--- src/rtl/alu_multicycle_n.sv ---
// Multi-cycle ALU: ADD/SUB/logic/MOV complete in one cycle, MUL is an
// N-iteration shift-add. Ports: clk, rst_n, start, A_num, B_num,
// ALUControl[2:0] in; result[N-1:0], ALUFlags{V,C,N,Z}, busy, done out.
module alu_multicycle_n #(
  parameter int N = 32
) (
  input  logic         clk,
  input  logic         rst_n,
  input  logic         start,
  input  logic [N-1:0] A_num,
  input  logic [N-1:0] B_num,
  input  logic [2:0]   ALUControl,
  output logic [N-1:0] result,
  output logic [3:0]   ALUFlags,
  output logic         busy,
  output logic         done
);

  localparam int CW = $clog2(N + 1);

  localparam logic [2:0] OP_ADD = 3'b000;
  localparam logic [2:0] OP_SUB = 3'b001;
  localparam logic [2:0] OP_AND = 3'b010;
  localparam logic [2:0] OP_ORR = 3'b011;
  localparam logic [2:0] OP_MOV = 3'b100;
  localparam logic [2:0] OP_EOR = 3'b101;
  localparam logic [2:0] OP_BIC = 3'b110;
  localparam logic [2:0] OP_MUL = 3'b111;

  typedef enum logic {
    S_IDLE,
    S_MUL
  } state_t;

  state_t        state;
  logic [CW-1:0] cnt;
  logic [N-1:0]  acc;
  logic [N-1:0]  mcand;
  logic [N-1:0]  mplier;

  logic [N-1:0]  bx;
  logic          is_sub;
  logic [N:0]    sum;
  logic [N-1:0]  alu_r;
  logic          alu_c;
  logic          alu_v;
  logic [N-1:0]  prod_next;

  // Shared adder: SUB is A + ~B + 1.
  always_comb begin
    is_sub = (ALUControl == OP_SUB);
    bx     = is_sub ? ~B_num : B_num;
    sum    = {1'b0, A_num} + {1'b0, bx}
           + {{N{1'b0}}, is_sub};
    alu_r  = '0;
    alu_c  = 1'b0;
    alu_v  = 1'b0;
    unique case (ALUControl)
      OP_ADD, OP_SUB: begin
        alu_r = sum[N-1:0];
        alu_c = sum[N];
        alu_v = (A_num[N-1] == bx[N-1])
             && (sum[N-1] != A_num[N-1]);
      end
      OP_AND: alu_r = A_num & B_num;
      OP_ORR: alu_r = A_num | B_num;
      OP_MOV: alu_r = B_num;
      OP_EOR: alu_r = A_num ^ B_num;
      OP_BIC: alu_r = A_num & ~B_num;
      OP_MUL: alu_r = '0;
      default: alu_r = '0;
    endcase
  end

  // Partial product after the current iteration.
  always_comb begin
    prod_next = acc + (mplier[0] ? mcand : '0);
  end

  always_ff @(posedge clk or negedge rst_n) begin
    if (!rst_n) begin
      state    <= S_IDLE;
      cnt      <= '0;
      acc      <= '0;
      mcand    <= '0;
      mplier   <= '0;
      result   <= '0;
      ALUFlags <= 4'b0000;
      busy     <= 1'b0;
      done     <= 1'b0;
    end else begin
      unique case (state)
        S_IDLE: begin
          done <= 1'b0;
          if (start) begin
            if (ALUControl == OP_MUL) begin
              mcand  <= A_num;
              mplier <= B_num;
              acc    <= '0;
              cnt    <= CW'(N);
              busy   <= 1'b1;
              state  <= S_MUL;
            end else begin
              result   <= alu_r;
              ALUFlags <= {alu_v, alu_c,
                           alu_r[N-1],
                           ~|alu_r};
              done     <= 1'b1;
            end
          end
        end
        S_MUL: begin
          acc    <= prod_next;
          mcand  <= mcand << 1;
          mplier <= mplier >> 1;
          cnt    <= cnt - CW'(1);
          if (cnt == CW'(1)) begin
            result   <= prod_next;
            ALUFlags <= {2'b00,
                         prod_next[N-1],
                         ~|prod_next};
            done     <= 1'b1;
            busy     <= 1'b0;
            state    <= S_IDLE;
          end
        end
        default: state <= S_IDLE;
      endcase
    end
  end

endmodule

--- config.mk ---
export PLATFORM = sky130hd
export DESIGN_NAME = alu_multicycle_n
export DESIGN_NICKNAME = d
export VERILOG_FILES = /design/src/rtl/alu_multicycle_n.sv
export SDC_FILE = /design/constraint.sdc
export NUM_CORES = 1
export LEC_CHECK = 0
export BUFFER_PORTS_ARGS = -buffer_cell sky130_fd_sc_hd__buf_4
export CORE_MARGIN = 3
export CORE_UTILIZATION = 26
export DETAILED_ROUTE_END_ITERATION = 8
export GPL_TIMING_DRIVEN = 0
export SYNTH_ARGS = -nofsm -noshare
export SYNTH_HDL_FRONTEND = slang
export SYNTH_SLANG_ARGS = --single-unit
--- constraint.sdc ---
create_clock -name clk -period 4.25 [get_ports clk]
set_clock_uncertainty 0.15 [all_clocks]
set_input_delay 0 -clock clk [delete_from_list [all_inputs] [get_ports clk]]
set_output_delay 0 -clock clk [all_outputs]
set_load 0.03 [all_outputs]
==> flow_metrics.py, run 1 <==
metrics = {
    "hold_path": {
        "worst_hold_path_type": "in -> async",
    },
    "drt": {
        "firstDrtPassIters": 6,
        "dr.first_iter.drc_count": 1383,
        "finalWirelength_mm": 50.2,
        "viasPerCell": 5.51,
        "wire_per_inst_um": 21.3,
        "via_count": 13000,
        "remaining_drcs": 0,
        "final_antenna_net_count": 0,
    },
    "cells_and_area": {
        "area_growth_pct": 27.1,
        "final.fill_count": 4807,
        "multi_input_comb_area_sq_mm": 0.00828,
        "proportion_of_layout_cells_with_a_drive_suffix_above_1_pct": 12.9,
        "layout_nets": 1919,
        "final_core_util_pct": 33.9,
        "regArea_sq_mm": 0.00350,
        "antenna_cells": 0,
    },
    "yosys": {
        "ys_seq_area_share_pct": 28.6,
        "post_synth_most_frequent_cells": "sky130_fd_sc_hd__nand2_1 (200), sky130_fd_sc_hd__o21ai_0 (152), sky130_fd_sc_hd__dfrtp_1 (140)",
        "synth_seq_cells": 140,
        "post_synth_main_area_contributors": "sky130_fd_sc_hd__dfrtp_1 (29%), sky130_fd_sc_hd__ha_1 (10%), sky130_fd_sc_hd__o21ai_0 (6.2%), sky130_fd_sc_hd__nand2_1 (6.1%), sky130_fd_sc_hd__a21oi_1 (4.0%)",
        "yosysMostFrequentCell": "sky130_fd_sc_hd__nand2_1",
        "netlist.top_cell.by_area": "sky130_fd_sc_hd__dfrtp_1",
        "avgSynthCellArea_sq_um": 7.95,
        "synth-main-ff-cell": "sky130_fd_sc_hd__dfrtp_1",
        "netlist-cell-type-count": 80,
        "syn-instance-count": 1542,
        "synth_async_sr_flop_share_pct": 100,
        "netlist_area_sq_mm": 0.0123,
        "yosysTopAreaCellShare_pct": 28.6,
        "synth_warnings": 0,
        "number_of_synthesized_flops_with_an_enable_pin": 0,
        "synth_fp_nets": 1712,
    },
    "worst_setup_path": {
        "worst-setup-path-type": "in -> reg",
        "critPathArrivalTime_ns": 4.32,
        "cp_max_fo": 4,
        "r2r.worst_path.cells": 13,
        "timing.reg2reg.setup_slack_ns": 0.15,
        "critPathLaunchType": "input port",
        "endpoint_kind": "flip-flop",
        "regToRegStartpoint": "mplier[0]",
        "cp_data_required_time_ns": 4.45,
        "cpPeakStageDelay_ns": 0.54,
        "crit_path_max_delay_cell_type": "sky130_fd_sc_hd__a2111o_1",
        "start_point_of_the_critical_path": "ALUControl[1]",
        "cells_traversed_along_the_worst_timing_path": "buf_12 > or2_4 > clkbuf_16 > clkbuf_16 > nor2_4 > buf_6 > xnor2_2 > inv_2 > fa_2 > nand2b_4 > a2111o_1 > a2111o_1 > buf_4 > nand3_1 > a21boi_1 > xor2_1 > o211ai_1 > nor4_4 > nand4_1 > o21ai_1 > o21bai_1",
    },
    "grt": {
        "grt_usage_pct": 19.5,
        "grt_overflow_total": 0,
        "grt_first_pass_wirelength_mm": 75.8,
        "grt_max_degree": 86,
        "grt_pass1_vias": 12600,
        "antenna_found_initial": 0,
    },
    "sta": {
        "min_period_over_period_pct": 96.9,
        "worst_pin_slew_ns": 1.09,
        "finalCriticalPeriod_ns": 4.12,
        "fmax_mhz": 243,
        "worst_slew_margin_rel_pct": 27.2,
        "maxSlewViolCount": 0,
        "hold_slack_ns": 0.0827,
        "grt_setup_unrepaired": "true",
        "setup-violations-final": 0,
        "hold_viol_final": 0,
    },
    "die": {
        "die_x_um": 223,
        "placementRows": 78,
        "fp.coreArea_sq_mm": 0.0460,
        "dieArea_sq_mm": 0.0498,
        "number_of_placed_i_o_pins": 108,
        "initial_core_utilization_pct": 26.7,
        "die_height_um": 223,
    },
    "placed_design": {
        "hpwl_mm": 39.7,
        "placement.io_buffers": 105,
        "gp_congestion": 0.904,
    },
    "clocking": {
        "cts_sinks": 140,
        "clock_latency_ns": 0.43,
        "clock_path_buffers": 2,
        "tritoncts": "done",
        "cts-root-buf": "sky130_fd_sc_hd__clkbuf_16",
        "h-tree-depth": 4,
        "cts-buffers-inserted": 17,
        "clk_transition_reported_paths_ns": 0.06,
    },
    "power_and_ir_drop": {
        "vdd_ir_drop_max_mv": 0.283,
        "leakagePower_nw": 7.12,
        "report.power.total_mw": 7.93,
        "power.density_mw_per_mm2": 509,
    },
    "run": {
        "max_cap_viol_count": 0,
    },
    "outcome": {
        "outcome": "finished clean",
    },
}
[state kept, by name, indices dropped and copies added, names as in the netlist]
name and cells:
ALUFlags 4, acc 32, busy 1, cnt 6
done 1, mcand 32, mplier 32, result 31
state 1
[worst paths after layout]
| path | endpoint |
|---|---|
| hold reg to reg | result[6] |
| hold / removal | result[26] |
| max in group asynchronous | mplier[0] |
| setup reg to reg | ALUFlags[0] |
| min in group clk | result[0] |
| setup / recovery | ALUFlags[0] |
[cell type report]
class,count,area share [%]
plain buffers,89,2.79
clock buffers,22,3.04
clock inverters,10,0.883
inverters,91,2.24
multi-input cells,1218,53.1
flip-flops and latches,140,22.5
well taps,600,4.82
repair buffers,192,10.6
[routing by layer]
layer / up-vias / share of wire (%) / GRT usage (%)
li1: 6045 / - / -
met1: 6341 / 44 / 26.2
met2: 537 / 47 / 32.6
met3: 91 / 6.6 / 2.38
met4: 0 / 3.0 / 6.60
met5: - / 0 / 0
[cells in the final DEF (no fill, tap or decap), drive strengths merged, types with 6 or more instances in the layout]
master       netlist  routed
o22ai              7       7
o21ai            156     156
ha                98      98
nor2              86      86
buf               18     142
nor3              22      22
a31oi             21      21
o21bai             6       6
nand2            200     200
a221oi             8       8
a22oi             47      47
a211oi            14      14
o21a              17      17
xnor2             54      54
a21o              27      27
or3                7       7
clkbuf            75      95
mux2i             31      31
inv               89      91
o32ai              9       9
nand3             42      42
xor2              21      21
nor2b             14      14
and2              38      38
nand4             14      14
o211ai            19      19
a32oi              6       6
dlygate4sd3        0      66
a21oi             98      98
a22o              12      12
a2bb2oi            7       7
and3b              7       7
nand2b             7       7
nor4               6       6
dfrtp            140     140
and3              13      13
a21boi             8       8
a221o              9       9
[where the power goes]
| part | switching [mW] | internal (mW) | leakage (nW) |
|---|---|---|---|
| combinational | 2.62 | 1.50 | 5.05 |
| sequential | 0.360 | 1.89 | 1.77 |
| clock | 0.598 | 0.970 | 0.296 |
| total | 3.58 | 4.36 | 7.12 |
[critical path, delay by kind of cell]
family | cells | cell delay (ns)
fa+ha+maj | 1 | 0.39
buf+inv | 6 | 0.80
compound gates | 6 | 1.53
simple gates | 6 | 1.18
xor+xnor | 2 | 0.40
[repair_timing]
| action | in CTS | in global routing |
|---|---|---|
| pin swaps | 20 | 13 |
| setup buffers | 19 | 1 |
| hold endpoints to repair | 150 | 0 |
| gates resized for setup | 44 | 23 |
| hold buffers | 66 | 0 |
| endpoints found under the setup margin | 22 | 7 |
[logic make-up after synthesis]
group | share of synthesized area (%)
AOI/OAI and AO/OA | 28.2
xor gates and xnor gates | 5.36
adders and majority gates | 10.3
buffers and inverters | 5.80
DFF | 28.6
muxes | 2.90
and+or+nand+nor | 18.8
[through the flow]
step,setup slack [ns],cells,TNS (ns),instance area [sq um]
finish,0.130,2362,0,15600
CTS,-0.0206,2361,-0.0206,15500
floorplan,0.0185,1542,0,12300
detailed placement,-1.68,2248,-21.03,13900
global placement,-1.72,2247,-22.06,13900
global route,-0.0375,2362,-0.0375,15600
(Power assumes the default switching activity.)
==> run 2: changes to the inputs <==
- ABC_AREA: unset -> 1
- RECOVER_POWER: unset -> 100
==> run 2 against run 1 <==
The run now ends with max-capacitance violations, max-slew violations left; via count is 6.8% higher; count of clock-buffer cells in the layout is 3 lower; maximum frequency is 6.1% higher; cell area is 0.51% higher; die area rose by 5.6%; utilization shrank 2.0 points; total power is 36% higher; sequential power rose by 12%; sequential share of layout area decreased by 0.12 points; register-to-register slack better by 0.22 ns; hold slack worse by 0.020 ns; critical path type is now reg -> reg; largest cell class unchanged.
==> flow_metrics.py, run 2 <==
metrics = {
    "yosys": {
        "synth_seq_cells": 140,
        "avgSynthCellArea_sq_um": 6.56,
        "synth_warnings": 0,
        "ys_seq_area_share_pct": 27.0,
        "netlist_area_sq_mm": 0.0130,
        "yosysMostFrequentCell": "sky130_fd_sc_hd__nand2_1",
        "post_synth_most_frequent_cells": "sky130_fd_sc_hd__nand2_1 (525), sky130_fd_sc_hd__inv_1 (277), sky130_fd_sc_hd__nor2_1 (234)",
        "netlist.top_cell.by_area": "sky130_fd_sc_hd__dfrtp_1",
        "number_of_synthesized_flops_with_an_enable_pin": 0,
        "netlist-cell-type-count": 50,
        "synth-main-ff-cell": "sky130_fd_sc_hd__dfrtp_1",
        "yosysTopAreaCellShare_pct": 27.0,
        "syn-instance-count": 1975,
        "post_synth_main_area_contributors": "sky130_fd_sc_hd__dfrtp_1 (27%), sky130_fd_sc_hd__nand2_1 (15%), sky130_fd_sc_hd__ha_1 (9.5%), sky130_fd_sc_hd__inv_1 (8.0%), sky130_fd_sc_hd__nor2_1 (6.8%)",
        "synth_fp_nets": 2145,
        "synth_async_sr_flop_share_pct": 100,
    },
    "cells_and_area": {
        "layout_nets": 2335,
        "layout_common_cells": "sky130_fd_sc_hd__nand2_1 (527), sky130_fd_sc_hd__inv_1 (278), sky130_fd_sc_hd__nor2_1 (235)",
        "area_growth_pct": 20.8,
        "multi_input_comb_area_sq_mm": 0.00800,
        "final.fill_count": 5463,
        "final_core_util_pct": 31.9,
        "biggestRegsByFlops": "acc: 32 flops, mcand: 32 flops, mplier: 32 flops",
        "regArea_sq_mm": 0.00350,
        "mostFrequentLayoutCell": "sky130_fd_sc_hd__nand2_1",
        "antenna_cells": 0,
        "proportion_of_layout_cells_with_a_drive_suffix_above_1_pct": 8.22,
    },
    "placed_design": {
        "gp_congestion": 0.981,
        "placement.io_buffers": 104,
        "hpwl_mm": 43.3,
    },
    "sta": {
        "maxSlewViolCount": 85,
        "hold_slack_ns": 0.0627,
        "setup-violations-final": 0,
        "fmax_mhz": 258,
        "worst_slew_margin_rel_pct": -43.7,
        "grt_setup_unrepaired": "false",
        "hold_viol_final": 0,
        "setup_tns_ns": 0,
        "worst_pin_slew_ns": 2.16,
        "min_period_over_period_pct": 91.3,
        "finalCriticalPeriod_ns": 3.88,
    },
    "worst_setup_path": {
        "cp_max_fo": 10,
        "endpoint_kind": "flip-flop",
        "timing.critical_path.mode_cell": "sky130_fd_sc_hd__nand2_1",
        "cpPeakStageDelay_ns": 0.39,
        "critical_path.n_buffers_inverters": 3,
        "rr_endpoint": "ALUFlags[0]",
        "timing.reg2reg.setup_slack_ns": 0.37,
        "crit_path_max_delay_cell_type": "sky130_fd_sc_hd__clkbuf_1",
        "cp_data_required_time_ns": 4.48,
        "regToRegStartpoint": "mplier[0]",
        "r2r.worst_path.cells": 21,
        "critPathLaunchType": "flip-flop",
        "worst-setup-path-type": "reg -> reg",
        "critPathArrivalTime_ns": 4.11,
        "cells_traversed_along_the_worst_timing_path": "clkbuf_1 > clkbuf_1 > nand2_1 > inv_1 > ha_1 > a21oi_1 > nand2_1 > nand2_1 > nand2_1 > nand2_1 > nand2_1 > nor2_1 > nand3_1 > nor2_1 > nand4_1 > nor2_1 > nand3_1 > nor2_1 > o21bai_1 > nand2_1 > nand2_1",
        "cpLargestDelayFamily": "simple AND/OR/NAND/NOR gates",
    },
    "hold_path": {
        "worst_hold_path.num_cells": 6,
        "hold_path.startpoint": "ALUControl[2]",
        "timing.hold.worst_endpoint": "result[0]",
        "worst_hold_path_type": "in -> reg",
    },
    "die": {
        "die_height_um": 229,
        "fp.coreArea_sq_mm": 0.0491,
        "number_of_placed_i_o_pins": 108,
        "dieArea_sq_mm": 0.0526,
        "placementRows": 81,
        "initial_core_utilization_pct": 26.4,
        "die_x_um": 229,
    },
    "run": {
        "max_cap_viol_count": 1,
    },
    "clocking": {
        "post_cts_hold_buffer_count": 66,
        "clock_path_buffers": 2,
        "tritoncts": "done",
        "cts_sinks": 140,
        "cts_repair_resize_count": 0,
        "cts-buffers-inserted": 17,
        "clock_latency_ns": 0.44,
        "h-tree-depth": 4,
        "post-cts-setup-buffers": 0,
        "clk_transition_reported_paths_ns": 0.06,
        "cts-root-buf": "sky130_fd_sc_hd__clkbuf_16",
    },
    "drt": {
        "via_count": 13900,
        "remaining_drcs": 0,
        "dr.first_iter.drc_count": 956,
        "viasPerCell": 4.89,
        "finalWirelength_mm": 52.0,
        "final_antenna_net_count": 0,
        "firstDrtPassIters": 5,
        "wire_per_inst_um": 18.3,
    },
    "grt": {
        "grt_usage_pct": 19.6,
        "grt_max_degree": 85,
        "grt_pass1_vias": 13800,
        "grt_first_pass_wirelength_mm": 79.5,
        "grt_overflow_total": 0,
        "antenna_found_initial": 0,
    },
    "power_and_ir_drop": {
        "vdd_ir_drop_max_mv": 0.355,
        "power.density_mw_per_mm2": 690,
        "leakagePower_nw": 7.92,
    },
    "outcome": {
        "outcome": "finished, violations left",
        "failing_checks": "max-capacitance violations, max-slew violations",
    },
}
-- run 2: cell count changes in the layout (fill, tap and decap cells not counted), moves of 45 or more --
cell                      before  now
sky130_fd_sc_hd__a22oi_1      47    1
sky130_fd_sc_hd__buf_4       121   69
sky130_fd_sc_hd__inv_1        88  278
sky130_fd_sc_hd__nand2_1     200  527
sky130_fd_sc_hd__nand3_1      42  147
sky130_fd_sc_hd__nor2_1       85  235
sky130_fd_sc_hd__o21ai_0     148   41
sky130_fd_sc_hd__o22ai_1       6   57
sky130_fd_sc_hd__xnor2_1      53    8
-- run 2: area by class of cell --
type / count / area share [%]
Tap cell: 664 / 5.31
Multi-Input combinational cell: 1483 / 51.1
Clock buffer: 19 / 2.89
Buffer: 67 / 2.31
Clock inverter: 13 / 0.903
Sequential cell: 140 / 22.4
Inverter: 285 / 6.85
Timing Repair Buffer: 171 / 8.31
-- run 2: worst max path at each step --
stage	start	end	slack (ns)	cells past startpoint
after floorplan	ALUControl[2]	ALUFlags[0]	1.28	25
after global placement	ALUControl[2]	ALUFlags[0]	0.17	23
after detailed placement	ALUControl[2]	ALUFlags[0]	0.16	25
after CTS	mplier[0]	ALUFlags[0]	0.45	18
after global routing	mplier[0]	ALUFlags[0]	0.08	20
final	mplier[0]	ALUFlags[0]	0.37	21
-- run 2: power by group --
part | leakage (nW) | internal [mW] | switching (mW)
logic | 5.98 | 2.12 | 4.62
clock network | 0.286 | 0.897 | 0.632
registers | 1.65 | 2.06 | 0.473
total | 7.92 | 5.08 | 5.72
-- run 2: layer usage --
metal / up-vias / share of wire (%) / track usage, %
met2: 387 / 47 / 33.4
li1: 6846 / - / -
met5: - / 0 / 0
met3: 92 / 4.9 / 2.09
met1: 6576 / 44 / 25.2
met4: 0 / 3.9 / 8.20
-- run 2: kinds of logic (layout without fill, tap and decap cells) --
group           Yosys count  in the layout  share of synthesized area, %
compound gates          306            306                          14.6
xor+xnor                 64             64                          4.33
fa+ha+maj               100            100                          9.77
flops                   140            140                          27.0
buf+inv                 352            555                          11.1
simple gates           1013           1013                          33.2
-- run 2: worst min-delay path, stage by stage --
cell and delay, ns:
sky130_fd_sc_hd__buf_6 0.13, sky130_fd_sc_hd__nor2_1 0.10, sky130_fd_sc_hd__nand2_1 0.06, sky130_fd_sc_hd__nand4_1 0.14, sky130_fd_sc_hd__nand2_1 0.11, sky130_fd_sc_hd__a21oi_1 0.06
-- run 2: per-stage QoR --
stage,setup slack [ns],cells,total power [mW],cell area [sq um]
final,0.368,2842,10.8,15700
after global routing,0.0806,2842,11.7,15700
after CTS,0.450,2842,10.9,15900
after detailed placement,0.164,2744,9.32,14600
after global placement,0.172,2743,9.23,14600
after floorplan,1.28,1975,7.06,13000
